$ cat src/rtl/conv_pkg.sv
// Shared convolutional-code definitions: default code parameters, generator
// extraction, encoder FSM states and trellis-table entry indexing.
package conv_pkg;

  localparam int R_DEF = 2;
  localparam int K_DEF = 3;
  localparam logic [R_DEF*K_DEF-1:0] G_DEF = 6'b111_101;

  typedef enum logic [1:0] {
    ST_IDLE = 2'd0,
    ST_ENC  = 2'd1,
    ST_DONE = 2'd2
  } conv_state_e;

  // Generator j lives at G[k*(r-j)-1 -: k]; returned right-aligned.
  function automatic logic [31:0] gen_extract(input logic [63:0] g, input int r,
                                              input int k, input int j);
    logic [63:0] mask;
    logic [63:0] sh;
    mask = (64'd1 << k) - 64'd1;
    sh   = (g >> (k * (r - 1 - j))) & mask;
    return sh[31:0];
  endfunction

  // Trellis table entry for shift-register state s and input bit b.
  function automatic int entry_idx(input int s, input int b);
    return s * 2 + b;
  endfunction

endpackage

$ cat src/rtl/conv_parity.sv
// Combinational parity generator: one r-bit symbol from the window w = {u, sr}
// using the generator set G (bit K-1 of each generator taps the current input).
module conv_parity
  import conv_pkg::*;
#(
  parameter int r = R_DEF,
  parameter int K = K_DEF,
  parameter logic [r*K-1:0] G = G_DEF
) (
  input  logic [K-1:0] w,
  output logic [r-1:0] sym
);

  for (genvar j = 0; j < r; j++) begin : g_tap
    localparam logic [31:0]  GEN32 = gen_extract(64'(G), r, K, j);
    localparam logic [K-1:0] GEN   = GEN32[K-1:0];
    assign sym[r-1-j] = ^(w & GEN);
  end

endmodule

$ cat src/rtl/conv_encoder.sv
// Rate-1/r feed-forward convolutional encoder with a valid/ready symbol port,
// packed code word and trellis table. Optional tail flush: CONV_ENC_TAIL_EN.
module conv_encoder
  import conv_pkg::*;
#(
  parameter int r      = R_DEF,
  parameter int K      = K_DEF,
  parameter int lenout = 5,
  parameter logic [r*K-1:0] G = G_DEF,
`ifdef CONV_ENC_TAIL_EN
  localparam int TAIL  = K - 1,
`else
  localparam int TAIL  = 0,
`endif
  localparam int lenin  = (lenout + TAIL) * r,
  localparam int NSTATE = 1 << (K - 1)
) (
  input  logic                    clk,
  input  logic                    rst,
  input  logic                    start,
  input  logic [lenout-1:0]       msgin,
  input  logic                    sym_ready,
  output logic                    sym_valid,
  output logic [r-1:0]            sym_out,
  output logic [lenin-1:0]        codeout,
  output logic [NSTATE*2*r-1:0]   states,
  output logic                    busy,
  output logic                    finish,
  output conv_state_e             dbg_state
);

  // Handshake: a symbol transfers on a rising edge where sym_valid && sym_ready;
  // sym_valid never depends on sym_ready and sym_out is held until it transfers.

  localparam int NSYM = lenout + TAIL;
  localparam int CW   = $clog2(NSYM + 1);
  localparam logic [CW-1:0] CNT_ONE  = CW'(1);
  localparam logic [CW-1:0] CNT_MSG  = CW'(lenout);
  localparam logic [CW-1:0] CNT_LAST = CW'(NSYM - 1);

  conv_state_e          state_q, state_d;
  logic [lenout-1:0]    msg_q, msg_d;
  logic [K-2:0]         sr_q, sr_d;
  logic [CW-1:0]        cnt_q, cnt_d;
  logic [lenin-r-1:0]   acc_q, acc_d;
  logic [lenin-1:0]     acc_next;
  logic [lenin-1:0]     codeout_q, codeout_d;
  logic                 finish_q, finish_d;
  logic                 u;
  logic [K-1:0]         w;
  logic [r-1:0]         sym_w;
  logic                 hs;

  // Past the message the input is forced to zero, which is the tail flush.
  assign u = (cnt_q < CNT_MSG) ? msg_q[lenout-1] : 1'b0;
  assign w = {u, sr_q};

  conv_parity #(.r(r), .K(K), .G(G)) u_parity (
    .w   (w),
    .sym (sym_w)
  );

  assign sym_valid = (state_q == ST_ENC);
  assign sym_out   = sym_valid ? sym_w : '0;
  assign hs        = sym_valid & sym_ready;
  assign acc_next  = {acc_q, sym_w};

  always_comb begin
    state_d   = state_q;
    msg_d     = msg_q;
    sr_d      = sr_q;
    cnt_d     = cnt_q;
    acc_d     = acc_q;
    codeout_d = codeout_q;
    finish_d  = finish_q;
    unique case (state_q)
      ST_IDLE: begin
        if (start) begin
          msg_d    = msgin;
          sr_d     = '0;
          cnt_d    = '0;
          acc_d    = '0;
          finish_d = 1'b0;
          state_d  = ST_ENC;
        end
      end
      ST_ENC: begin
        if (hs) begin
          acc_d = acc_next[lenin-r-1:0];
          // New bit enters at the top, oldest drops out of sr[0].
          sr_d  = w[K-1:1];
          msg_d = {msg_q[lenout-2:0], 1'b0};
          cnt_d = cnt_q + CNT_ONE;
          if (cnt_q == CNT_LAST) begin
            codeout_d = acc_next;
            finish_d  = 1'b1;
            state_d   = ST_DONE;
          end
        end
      end
      ST_DONE: state_d = ST_IDLE;
      default: state_d = ST_IDLE;
    endcase
  end

  always_ff @(posedge clk or negedge rst) begin
    if (!rst) begin
      state_q   <= ST_IDLE;
      msg_q     <= '0;
      sr_q      <= '0;
      cnt_q     <= '0;
      acc_q     <= '0;
      codeout_q <= '0;
      finish_q  <= 1'b0;
    end else begin
      state_q   <= state_d;
      msg_q     <= msg_d;
      sr_q      <= sr_d;
      cnt_q     <= cnt_d;
      acc_q     <= acc_d;
      codeout_q <= codeout_d;
      finish_q  <= finish_d;
    end
  end

  assign codeout   = codeout_q;
  assign finish    = finish_q;
  assign busy      = (state_q == ST_ENC);
  assign dbg_state = state_q;

  // Expected-parity table for the decoder: entry {b, s} at [e*r +: r].
  for (genvar s = 0; s < NSTATE; s++) begin : g_state
    for (genvar b = 0; b < 2; b++) begin : g_bit
      localparam int E = entry_idx(s, b);
      localparam logic [K-1:0] W_E = K'((b << (K - 1)) | s);
      conv_parity #(.r(r), .K(K), .G(G)) u_tbl (
        .w   (W_E),
        .sym (states[E*r +: r])
      );
    end
  end

endmodule

$ cat config.mk
export PLATFORM = sky130hd
export DESIGN_NAME = conv_encoder
export DESIGN_NICKNAME = d
export VERILOG_FILES = /design/src/rtl/conv_pkg.sv /design/src/rtl/conv_parity.sv /design/src/rtl/conv_encoder.sv
export SDC_FILE = /design/constraint.sdc
export NUM_CORES = 1
export LEC_CHECK = 0
export ABC_AREA = 1
export CORE_MARGIN = 2
export CORE_UTILIZATION = 45
export CTS_CLUSTER_SIZE = 16
export DETAILED_ROUTE_END_ITERATION = 12
export PLACE_DENSITY = 0.73
export SYNTH_ARGS = -nofsm -noshare
export SYNTH_HDL_FRONTEND = slang
export SYNTH_HIERARCHICAL = 1
export SYNTH_SLANG_ARGS = --single-unit
$ cat constraint.sdc
create_clock -name clk -period 2.2 [get_ports clk]
set_clock_uncertainty 0.2 [all_clocks]
set_input_delay 0.44 -clock clk [delete_from_list [all_inputs] [get_ports clk]]
set_output_delay 0.44 -clock clk [all_outputs]
set_load 0.01 [all_outputs]
==> flow_metrics.env, run 1 <==
export IMPL_status="finished, final reports clean"
export IMPL_crit_start="cnt_q[0]"
export IMPL_rsz0062_at_grt="true"
export IMPL_fin_cells=421
export IMPL_nets=381
export IMPL_fp_dieArea_sq_mm=0.00456
export IMPL_tritoncts="done"
export IMPL_p_per_area_mw_per_mm2=1050
export IMPL_arrival_ns=1.53
export IMPL_cp_max_fo=3
export IMPL_cts_buffer_depth=2
export IMPL_cts_htree_levels=2
export IMPL_grt_antenna_before_repair=0
export IMPL_required_ns=1.56
export IMPL_place_gp_congestion=0.780
export IMPL_wirelength_mm=3.61
export IMPL_area_growth_pct=37.9
export IMPL_setup_viol=0
export IMPL_p_leak_uw=0.00153
export IMPL_synth_simple_area_share=0.421
export IMPL_rr_worst_depth=9
export IMPL_grt_pass1_wl_mm=5.92
export IMPL_r2r_end="codeout[7]"
export IMPL_vdd_drop_max_v=0.000715
export IMPL_hold_buffers=0
export IMPL_dp_cells=409
export IMPL_startpoint_type="flop"
export IMPL_final_layout_size_suffix_gt1_frac=0.108
export IMPL_synth_area_leaders="dfrtp_1, nand2_1, nand3_1, inv_1, buf_4"
export IMPL_antennaDiodeCount=0
export IMPL_synth_edf_count=0
export IMPL_utilization=0.635
export IMPL_drt_iter0_drc=39
export IMPL_slowest_stage="dfrtp_1"
export IMPL_synth_async_reset_ratio=1.00
export IMPL_wl_per_cell_um=8.58
export IMPL_worstSetupPathType="reg2out"
export IMPL_holdCritStartpoint="codeout[3]"
export IMPL_maxCapViolations=0
export IMPL_worstSetupEndpointType="output port"
export IMPL_ys_warn_count=6
export IMPL_ant_nets=0
export IMPL_synth_top_area_cell="dfrtp_1"
export IMPL_r2r_setup_slack_ns=0.29
export IMPL_synthAdderAreaFrac=0.0138
export IMPL_layout_setup_ws_ns=0.0260
export IMPL_grtUsageTotal=0.175
export IMPL_grt_pass1_vias=1465
export IMPL_yosysSeqAreaShare=0.427
export IMPL_period_needed_ns=2.17
export IMPL_synthMostInstantiatedCell="nand2_1"
export IMPL_finalSetupTns_ns=0
export IMPL_grt_max_degree=32
export IMPL_drc=0
export IMPL_hpwl_mm=2.69
export IMPL_slew_violations=0
export IMPL_row_count=23
export IMPL_vias=1755
export IMPL_synth_cell_type_count=20
export IMPL_cts_sinks=31
export IMPL_dp_slack_ns=-0.173
export IMPL_grt_remaining_overflow=0
export IMPL_synth_top_family_by_area="simple AND/OR/NAND/NOR gates"
export IMPL_regArea_sq_um=777
export IMPL_synthCells=269
export IMPL_synth_top_cell_area_share=0.427
export IMPL_finalHoldViolations=0
export IMPL_fin_total_pwr_uw=2630
export IMPL_cts_root_buffer="clkbuf_8"
export IMPL_holdPathStages=2
export IMPL_dr_pass1_iters=4
export IMPL_synth_xor_area_share=0
export IMPL_synth_area_per_cell_sq_um=6.75
export IMPL_viasPerCell=4.17
export IMPL_slowest_delay_ns=0.40
export IMPL_synth_compound_area_frac=0.0138
export IMPL_fillCellCount=377
export IMPL_fmax_mhz=460
export IMPL_yosys_top_cells_count="nand2_1, inv_1, nand3_1"
export IMPL_crit_path_end="sym_out[1]"
export IMPL_period_share=0.988
export IMPL_path_cells="o21ai_2 > and2_4 > inv_1 > nand2_1 > nand3_1 > nand2_1 > inv_1 > nor2_2 > buf_2"
export IMPL_clkTransAtPathRegs_ns=0.06
export IMPL_die_w_um=67.5
export IMPL_hp_class="reg2reg"
export IMPL_synth_seq_cells=31
export IMPL_synthMuxAreaShare=0
export IMPL_io_pins=42
export IMPL_ys_flop_type="dfrtp_1"
export IMPL_design_core_area_sq_mm=0.00394
export IMPL_port_buffers=25
export IMPL_r2r_start="cnt_q[0]"
export IMPL_start_util=0.461
export IMPL_syn_area_sq_mm=0.00182
export IMPL_cts_made_buffers=5
export IMPL_clock_latency_ns=0.28
export IMPL_die_h_um=67.5
export IMPL_multi_input_area_sq_mm=0.00107
[cell families after synthesis]
group,Yosys count
AOI/OAI and AO/OA,5
adders and majority gates,2
buffers and inverters,49
DFF,31
other,2
and+or+nand+nor,180
[state kept, by name, summed over array words and instances, names as in the netlist]
name	cells
acc_q	8
msg_q	5
cnt_q	3
finish	1
dbg_state	2
codeout	10
sr_q	2
[layout by cell type, fill, tap and decap left out, types with 3 or more instances in the layout]
master and count:
clkdlybuf4s50_1 23, clkinv_2 3, buf_4 16, nand4_1 4, dfrtp_1 30, o21ai_0 3, nor2_2 4, nand2_1 129
clkbuf_8 5, nand3_1 35, nor2_1 3, inv_1 37, conb_1 64
[report_power, final]
group,switching (uW),internal [uW]
Clock,204,216
Combinational,661,598
Sequential,153,794
[routing by layer]
layer / vias to the layer above / global-route usage / share of wire
met3: 7 / 0.0517 / 0.058
met2: 41 / 0.319 / 0.50
met4: 0 / 0.0536 / 0.012
li1: 950 / - / -
met1: 757 / 0.195 / 0.43
met5: - / 0 / 0
[cell type report]
class | count | share of cell area
multi-input combinational | 251 | 0.427
sequential | 31 | 0.310
timing repair buffer | 41 | 0.144
inverter | 40 | 0.0609
clock buffer | 5 | 0.0275
tap | 50 | 0.0250
clock inverter | 3 | 0.00599
[per-stage QoR]
stage          area (sq um)  hold WS (ns)
3_5_place_dp           2390         0.257
4_1_cts                2460         0.273
5_1_grt                2500         0.290
6_report               2500         0.267
2_1_floorplan          2050       -0.0556
3_3_place_gp           2390         0.253
[worst max-delay path, delay by kind of cell (launching register included)]
family | cells | cell delay (ns)
AND/OR/NAND/NOR | 5 | 0.47
flip-flops | 1 | 0.40
buffers and inverters | 3 | 0.23
AO/OA/AOI/OAI | 1 | 0.15
[how the worst min path moves through the flow]
stage | endpoint | slack (ns)
final | codeout[3] | 0.27
after CTS | codeout[3] | 0.27
after global routing | codeout[8] | 0.29
after detailed placement | codeout[3] | 0.26
after global placement | codeout[3] | 0.25
after floorplan | acc_q[0] | -0.06
[timing repair]
| action | 4_1_cts | 5_1_grt |
|---|---|---|
| gates resized for setup | 11 | 4 |
| buffers inserted | 0 | 4 |
| endpoints found under the setup margin | 4 | 4 |
| pin swaps | 1 | 3 |
No activity file was read; power rests on OpenSTA's default activity.
==> run 2: changes to the inputs <==
--- a/config.mk
+++ b/config.mk
@@ -15,3 +15,4 @@
 export SYNTH_HDL_FRONTEND = slang
 export SYNTH_HIERARCHICAL = 1
 export SYNTH_SLANG_ARGS = --single-unit
+export TNS_END_PERCENT = 30
==> flow_metrics.env, run 2 (synthesis results as in run 1) <==
export IMPL_grt_antenna_before_repair=0
export IMPL_regArea_sq_um=777
export IMPL_hp_class="reg2reg"
export IMPL_tritoncts="done"
export IMPL_grt_remaining_overflow=0
export IMPL_area_growth_pct=36.8
export IMPL_layout_setup_ws_ns=0.0187
export IMPL_worstSetupPathType="reg2out"
export IMPL_period_share=0.992
export IMPL_r2r_end="codeout[7]"
export IMPL_grtUsageTotal=0.175
export IMPL_place_gp_congestion=0.780
export IMPL_hold_buffers=0
export IMPL_wl_per_cell_um=8.52
export IMPL_fmax_mhz=458
export IMPL_final_layout_size_suffix_gt1_frac=0.0978
export IMPL_io_pins=42
export IMPL_rsz0062_at_grt="true"
export IMPL_fp_dieArea_sq_mm=0.00456
export IMPL_grt_max_degree=32
export IMPL_clkTransAtPathRegs_ns=0.06
export IMPL_final_common_cell="nand2_1"
export IMPL_worstSetupEndpointType="output port"
export IMPL_min_to="codeout[3]"
export IMPL_required_ns=1.56
export IMPL_hpwl_mm=2.69
export IMPL_dp_slack_ns=-0.173
export IMPL_maxCapViolations=0
export IMPL_drt_iter0_drc=37
export IMPL_slew_violations=0
export IMPL_viasPerCell=4.14
export IMPL_status="finished, final reports clean"
export IMPL_rr_worst_depth=9
export IMPL_drc=0
export IMPL_finalHoldViolations=0
export IMPL_cts_made_buffers=5
export IMPL_port_buffers=25
export IMPL_vias=1732
export IMPL_final_cell_mix="nand2_1, conb_1, inv_1"
export IMPL_largest_reg_flops=10
export IMPL_nets=378
export IMPL_vdd_drop_max_v=0.000717
export IMPL_antennaDiodeCount=0
export IMPL_utilization=0.630
export IMPL_r2r_start="cnt_q[1]"
export IMPL_multi_input_area_sq_mm=0.00107
export IMPL_cts_htree_levels=2
export IMPL_start_util=0.461
export IMPL_cts_sinks=31
export IMPL_grt_pass1_wl_mm=5.92
export IMPL_row_count=23
export IMPL_cts_root_buffer="clkbuf_8"
export IMPL_clock_latency_ns=0.28
export IMPL_setup_viol=0
export IMPL_dr_pass1_iters=4
export IMPL_ant_nets=0
export IMPL_design_core_area_sq_mm=0.00394
export IMPL_fillCellCount=378
export IMPL_arrival_ns=1.54
export IMPL_p_per_area_mw_per_mm2=1040
export IMPL_period_needed_ns=2.18
export IMPL_die_h_um=67.5
export IMPL_grt_pass1_vias=1465
export IMPL_startpoint_type="flop"
export IMPL_cp_max_fo=3
export IMPL_wirelength_mm=3.56
export IMPL_holdCritStartpoint="codeout[3]"
export IMPL_die_w_um=67.5
export IMPL_r2r_setup_slack_ns=0.34
export IMPL_holdPathStages=2
export IMPL_p_leak_uw=0.00152
export IMPL_cts_buffer_depth=2
run 2: changes by cell type in the layout (fill, tap and decap cells not counted):
| cell | before | now |
|---|---|---|
| buf_4 | 16 | 13 |
| clkdlybuf4s50_1 | 23 | 21 |
| dlymetal6s2s_1 | 0 | 2 |
| nand2_1 | 129 | 130 |
| nand2_2 | 1 | 0 |
run 2: power breakdown:
| group | switching, uW | internal (uW) |
|---|---|---|
| Sequential | 162 | 794 |
| Combinational | 639 | 562 |
| Clock | 207 | 216 |
| Total | 1010 | 1570 |
run 2: worst max-delay path by stage:
stage / start / endpoint / slack [ns]
floorplan: cnt_q[1] / sym_out[1] / 0.31
global placement: cnt_q[1] / sym_out[1] / -0.13
detailed placement: cnt_q[1] / sym_out[1] / -0.17
CTS: cnt_q[0] / sym_out[0] / -0.05
global route: cnt_q[1] / sym_out[1] / -0.11
finish: cnt_q[1] / sym_out[1] / 0.02
run 2: cell type report:
type | instances | share of cell area
timing repair buffer | 38 | 0.138
tap | 50 | 0.0252
clock buffer | 5 | 0.0277
sequential | 31 | 0.313
multi-input combinational | 251 | 0.429
inverter | 40 | 0.0614
clock inverter | 3 | 0.00604
run 2: per-layer routing:
layer,GRT usage,up-vias,routed length (um),share of wire
li1,-,946,-,-
met1,0.195,742,1600,0.45
met2,0.319,37,1740,0.49
met3,0.0517,7,183,0.051
met4,0.0536,0,45,0.013
met5,0,-,0,0
run 2: worst max-delay path, cell delays in order (launching register included):
cell and delay, ns:
dfrtp_1 0.40, o21ai_2 0.16, and2_4 0.16, inv_1 0.05, nand2_1 0.07, nand3_1 0.06, nand2_1 0.08, inv_1 0.05
nor2_2 0.10, buf_2 0.13
run 2: repair_timing:
item,in CTS,in global routing
pin swaps,1,1
setup endpoints to repair,4,4
setup buffers,0,1
resized for setup,9,7
endpoints found under the hold margin,0,0
run 2: stage by stage:
| step | cell area [sq um] | TNS [ns] | hold WS (ns) | instances | power [uW] |
|---|---|---|---|---|---|
| 2_1_floorplan | 2050 | 0 | -0.0556 | 331 | 1670 |
| 3_3_place_gp | 2390 | -0.224 | 0.253 | 409 | 2130 |
| 3_5_place_dp | 2390 | -0.299 | 0.257 | 409 | 2150 |
| 4_1_cts | 2470 | -0.0527 | 0.273 | 417 | 2560 |
| 5_1_grt | 2480 | -0.137 | 0.290 | 418 | 2800 |
| 6_report | 2480 | 0 | 0.267 | 418 | 2580 |
==> run 3: changes to the inputs <==
--- a/config.mk
+++ b/config.mk
@@ -8,8 +8,8 @@
 export ABC_AREA = 1
 export CORE_MARGIN = 2
 export CORE_UTILIZATION = 45
-export CTS_CLUSTER_SIZE = 16
 export DETAILED_ROUTE_END_ITERATION = 12
+export GPL_ROUTABILITY_DRIVEN = 0
 export PLACE_DENSITY = 0.73
 export SYNTH_ARGS = -nofsm -noshare
 export SYNTH_HDL_FRONTEND = slang
==> results of run 3 <==
No change in the layout: final DEF, timing and power equal those of run 2.
